$ cat src/rtl/debug_pkg.sv
// Shared types and default sizes for the debug run-control block.
package debug_pkg;

  localparam int PC_W_DEF   = 9;
  localparam int NUM_BP_DEF = 4;

  typedef enum logic [1:0] {
    ST_RUN      = 2'd0,
    ST_HALTED   = 2'd1,
    ST_STEPPING = 2'd2
  } state_e;

  typedef enum logic [1:0] {
    OP_RUN    = 2'b00,
    OP_HALT   = 2'b01,
    OP_STEP   = 2'b10,
    OP_SET_BP = 2'b11
  } cmd_op_e;

  typedef enum logic [1:0] {
    CAUSE_NONE = 2'b00,
    CAUSE_HALT = 2'b01,
    CAUSE_BP   = 2'b10,
    CAUSE_STEP = 2'b11
  } halt_cause_e;

endpackage

$ cat src/rtl/debug_bp_match.sv
// Combinational compare of the fetch PC against all breakpoint slots.
module debug_bp_match #(
  parameter int PC_W   = 9,
  parameter int NUM_BP = 4,
  parameter int IDX_W  = $clog2(NUM_BP)
) (
  input  logic [PC_W-1:0]              pc,
  input  logic [NUM_BP-1:0][PC_W-1:0]  slot_addr,
  input  logic [NUM_BP-1:0]            slot_en,
  output logic                         hit,
  output logic [IDX_W-1:0]             idx
);

  // Scan high to low so the lowest matching slot is the one left in idx.
  always_comb begin
    hit = 1'b0;
    idx = '0;
    for (int i = NUM_BP - 1; i >= 0; i--) begin
      if (slot_en[i] && (slot_addr[i] == pc)) begin
        hit = 1'b1;
        idx = IDX_W'(i);
      end
    end
  end

endmodule

$ cat src/rtl/debug_run_ctrl.sv
// Debug run control: run/halt/single-step FSM with PC breakpoints.
module debug_run_ctrl
  import debug_pkg::*;
#(
  parameter int PC_W   = PC_W_DEF,
  parameter int NUM_BP = NUM_BP_DEF
) (
  input  logic                       clk,
  input  logic                       reset,
  input  logic                       dbg_en,
  input  logic                       cmd_valid,
  output logic                       cmd_ready,
  input  logic [1:0]                 cmd_op,
  input  logic [PC_W-1:0]            cmd_arg,
  input  logic [$clog2(NUM_BP)-1:0]  cmd_bp_idx,
  input  logic                       cmd_bp_en,
  input  logic [PC_W-1:0]            pc_fetch,
  input  logic                       pc_valid,
  output logic                       stall_out,
  output logic                       halted,
  output logic [1:0]                 halt_cause,
  output logic [$clog2(NUM_BP)-1:0]  bp_hit_idx,
  output logic [PC_W-1:0]            steps_left
);

  localparam int IDX_W = $clog2(NUM_BP);

  state_e                      state;
  halt_cause_e                 cause;
  logic                        bp_mask;
  logic [NUM_BP-1:0][PC_W-1:0] slot_addr;
  logic [NUM_BP-1:0]           slot_en;

  logic             hit;
  logic [IDX_W-1:0] hit_idx;
  logic             cmd_fire;
  logic             bp_take;

  debug_bp_match #(
    .PC_W   (PC_W),
    .NUM_BP (NUM_BP),
    .IDX_W  (IDX_W)
  ) u_match (
    .pc        (pc_fetch),
    .slot_addr (slot_addr),
    .slot_en   (slot_en),
    .hit       (hit),
    .idx       (hit_idx)
  );

  assign cmd_ready  = dbg_en;
  assign cmd_fire   = cmd_valid & dbg_en;
  // A breakpoint only fires in RUN, and not on the PC we just resumed from.
  assign bp_take    = dbg_en && (state == ST_RUN) && pc_valid && hit && !bp_mask;
  assign stall_out  = dbg_en && ((state == ST_HALTED) || bp_take);
  assign halted     = (state == ST_HALTED);
  assign halt_cause = cause;

  // Run-control FSM; later assignments win, so a breakpoint outranks commands.
  always_ff @(posedge clk) begin
    if (reset) begin
      state      <= ST_RUN;
      cause      <= CAUSE_NONE;
      bp_mask    <= 1'b0;
      bp_hit_idx <= '0;
      steps_left <= '0;
      slot_addr  <= '0;
      slot_en    <= '0;
    end else if (!dbg_en) begin
      state   <= ST_RUN;
      cause   <= CAUSE_NONE;
      bp_mask <= 1'b0;
    end else begin
      // First fetched instruction after resume clears the skip-once mask.
      if ((state == ST_RUN) && bp_mask && pc_valid)
        bp_mask <= 1'b0;

      if ((state == ST_STEPPING) && pc_valid && (steps_left != '0)) begin
        steps_left <= steps_left - PC_W'(1);
        if (steps_left == PC_W'(1)) begin
          state <= ST_HALTED;
          cause <= CAUSE_STEP;
        end
      end

      if (cmd_fire) begin
        case (cmd_op_e'(cmd_op))
          OP_RUN: begin
            cause <= CAUSE_NONE;
            if (state != ST_RUN) begin
              state   <= ST_RUN;
              bp_mask <= 1'b1;
            end
          end
          OP_HALT: begin
            state <= ST_HALTED;
            cause <= CAUSE_HALT;
          end
          OP_STEP: begin
            if (state == ST_HALTED) begin
              steps_left <= (cmd_arg == '0) ? PC_W'(1) : cmd_arg;
              state      <= ST_STEPPING;
            end
          end
          OP_SET_BP: begin
            slot_addr[cmd_bp_idx] <= cmd_arg;
            slot_en[cmd_bp_idx]   <= cmd_bp_en;
          end
          default: ;
        endcase
      end

      if (bp_take) begin
        state      <= ST_HALTED;
        cause      <= CAUSE_BP;
        bp_hit_idx <= hit_idx;
      end
    end
  end

endmodule

$ cat config.mk
export PLATFORM = sky130hd
export DESIGN_NAME = debug_run_ctrl
export DESIGN_NICKNAME = d
export VERILOG_FILES = /design/src/rtl/debug_pkg.sv /design/src/rtl/debug_bp_match.sv /design/src/rtl/debug_run_ctrl.sv
export SDC_FILE = /design/constraint.sdc
export NUM_CORES = 1
export LEC_CHECK = 0
export CAP_MARGIN = 0
export CORE_MARGIN = 2
export CORE_UTILIZATION = 30
export CTS_BUF_LIST = sky130_fd_sc_hd__clkbuf_8
export DETAILED_ROUTE_END_ITERATION = 8
export PLACE_DENSITY = 0.54
export SYNTH_ARGS = -nofsm -noshare
export SYNTH_HDL_FRONTEND = slang
export SYNTH_HIERARCHICAL = 1
export SYNTH_SLANG_ARGS = --single-unit
$ cat constraint.sdc
create_clock -name clk -period 3.1 [get_ports clk]
set_clock_uncertainty 0.05 [all_clocks]
set_input_delay 0.62 -clock clk [delete_from_list [all_inputs] [get_ports clk]]
set_output_delay 0.62 -clock clk [all_outputs]
set_load 0.03 [all_outputs]
==> run metrics <==
HP Start=bp_hit_idx[0]; port bufs=43; unrepaired setup endpoints after global routing=true; synthesized area=about 3000 µm²; P&R area growth vs syn=28.5%; Syn Nets=between 300 and 400; DP HPWL=about 5600 µm; final cycle utilization of the critical path=0.972; Routed WL=between 7000 and 8000 µm; final hold vios=0; fill cell instance count of the final layout=1029; worst endpoint required time=roughly 2.4 ns; flip-flop and latch count after synthesis=56; Clock Pin Slew Worst Setup and Hold Paths=0.09 ns; first-pass GRT wire length=between 10000 and 15000 µm; Peak Freq=332 MHz; hold depth=2; Antenna Violating Nets Remaining=0; final setup vio count=0; Cell Rows=36; TritonCTS clock tree=yes; CP startpoint=pc_fetch[1]; Setup TNS Final=0 ns; Placed Area=around 3600 µm²; Initial DRC Count=between 100 and 150; worst r2r src=slot_addr[31]; max_cap viols=0; leakage power=1.39 nW; Worst Max-Slew Pin Slew=0.546 ns; Avg Cell Area, Syn=between 9 and 10 µm²; Ports=between 40 and 50; WP data arrival=between 2 and 2.5 ns; Hold Path Sink=bp_hit_idx[0]; antenna cells=0; drt via density=4.89; R2R cell count=17; Die ar.=about 11000 µm²; clock buffer depth=2; largest net degree at the start of global routing=~50; global route overflow=0; initial antenna violation count=0; H-tree lvl count=2; DIE HEIGHT=between 100 and 150 µm; Pwr Total=approximately 1.3 mW; worst hold slack=between 0.4 and 0.5 ns; Yosys cell types=just over 50; Die Wd=between 100 and 150 µm; clk_lat worst skew=approximately 0.31 ns; async set-reset flop share out of synthesis=0; final worst slack=slightly below 0.09 ns; Synth Instances=327; number of synthesized flops with an enable pin=0; Worst Setup Path Type=in2out; Crit. End Element=output pin; final std cells w/o fill=~510; NumNets Final=approximately 400; All-Layer GR Usage=0.151; CTS Sinks=56; worst hold path class=reg2reg; pre-CTS worst setup slack=-0.289 ns; Placed Cells=between 400 and 500; Final Wtd Congestion=approximately 0.78; element type at the critical path start=input port; worst IR drop on VDD=about 0.00017 V; YS warnings=6; DR pass1 iterations=4; drt drc=0; cts bufs inserted=5; Max-slew headroom=0.633; via count=between 2000 and 3000; Crit Reg-Reg Endpoint=bp_hit_idx[1]; final instance area=a little under 4000 µm²; layout cells sized above 1=0.194; Initial Utilization=0.307; r2r setup slk=~0.45 ns; vias in the first global route=around 2500; Final Util=0.395; CTS root buf=clkbuf_8; run status=completed; ys flop type=dfxtp_1; Final min period=about 3.0 ns; Pins Over Slew Limit=0; PwrDens=336 nW/µm²; share of the yosys chip area belonging to registers=0.375; Core ar.=9730 µm²; Critical Path Fanout Max=4; DR WL/cell=15.3 µm
-- routing by layer --
layer  vias up  GRT usage  wire length [µm]
met2        61      0.241              3640
met3        10     0.0276               361
met1      1187      0.210              3750
met5         -          0                 0
met4         0     0.0415               127
li1       1256          -                 -
-- synth_stat cells (2+ instances only) --
cell type	count	area share
a211o_1	2	0.0059
a211oi_1	3	0.0075
a21oi_1	10	0.017
a22oi_1	5	0.013
a31oi_1	5	0.010
and3_1	2	0.0042
and4_1	2	0.0059
buf_2	7	0.012
buf_4	2	0.0050
buf_6	4	0.015
clkbuf_1	5	0.0063
clkbuf_2	4	0.0067
dfxtp_1	56	0.37
ha_1	3	0.013
inv_1	6	0.0075
mux2i_1	42	0.14
nand2_1	17	0.021
nand3_1	4	0.0067
nand3b_1	2	0.0050
nand4_1	11	0.023
nor2_1	49	0.061
nor2b_1	2	0.0042
nor3_1	8	0.013
nor3b_1	3	0.0075
nor4_1	4	0.0084
o21ai_0	6	0.010
o32ai_1	2	0.0059
or3_1	3	0.0063
or4_1	2	0.0050
xnor2_1	32	0.094
xnor2_2	4	0.022
-- layout make-up --
class                   count  area [µm²]  area share
repair buffers             69         588       0.153
clock buffers               6        82.6      0.0215
clock inverters             2        7.51     0.00195
inverters                   7        26.3     0.00683
well taps                 133         166      0.0433
multi-input cells         241        1850       0.482
flip-flops and latches     56        1120       0.292
-- logic make-up (layout without fill, tap and decap cells) --
kind of cell	after synthesis	in the layout	share of synthesized area
AO/OA/AOI/OAI	42	42	0.0958
XOR/XNOR	36	36	0.115
adder cells (fa/ha/maj)	3	3	0.0125
buffers and inverters	30	84	0.0548
flip-flops	56	56	0.375
multiplexers	42	42	0.141
AND/OR/NAND/NOR	118	118	0.206
-- layout by cell type (no fill, tap or decap), types with 2 or more instances in the layout --
cell             instances
nor4_1                   4
clkbuf_2                 8
o32ai_1                  2
and3_1                   2
dfxtp_1                 56
o21ai_0                  6
xnor2_2                 17
clkbuf_8                 6
a211o_1                  2
nand3b_1                 2
clkdlybuf4s50_1         32
nor2b_1                  2
a31oi_1                  5
mux2i_1                 42
buf_4                   24
buf_6                    3
a21oi_1                 10
inv_1                    8
ha_1                     3
or3_1                    3
nand4_1                 11
a22oi_1                  5
nand2_1                 16
nor3_1                   2
nand3_1                  4
nor2_1                  48
and4_1                   2
xnor2_1                 19
nor3_2                   6
or4_4                    2
nor3b_2                  2
a211oi_1                 3
-- timing repair --
action / in CTS / in global routing
hold buffers: 0 / 0
setup buffers: 10 / 1
endpoints found under the setup margin: 1 / 2
pin swaps: 7 / 11
resized for setup: 17 / 32
-- worst max-delay path, stage by stage --
cell and delay, ns:
dlygate4sd2_1 0.24, buf_6 0.13, xnor2_2 0.11, nand4_1 0.13
nor3_2 0.26, nor2_2 0.07, nand2_1 0.08, nand2_1 0.06
or4_4 0.43, nand2_2 0.08, buf_6 0.12
-- worst max path at each step --
| stage | end | slack [ns] |
|---|---|---|
| finish | stall_out | 0.09 |
| CTS | stall_out | 0.006 |
| global placement | stall_out | -0.27 |
| floorplan | stall_out | 0.27 |
| global route | stall_out | -0.05 |
| detailed placement | stall_out | -0.29 |
-- flip-flops by register name, indices dropped and copies added (netlist names) --
name	flops
slot_en	4
bp_hit_idx	2
bp_mask	1
halt_cause	2
steps_left	9
slot_addr	36
state	2
-- power by group --
group	internal (mW)	switching [mW]
Combinational	0.0723	0.0821
Sequential	0.724	0.00425
Clock	0.177	0.232
Total	0.972	0.318
Power figures use the tool's default switching activity.
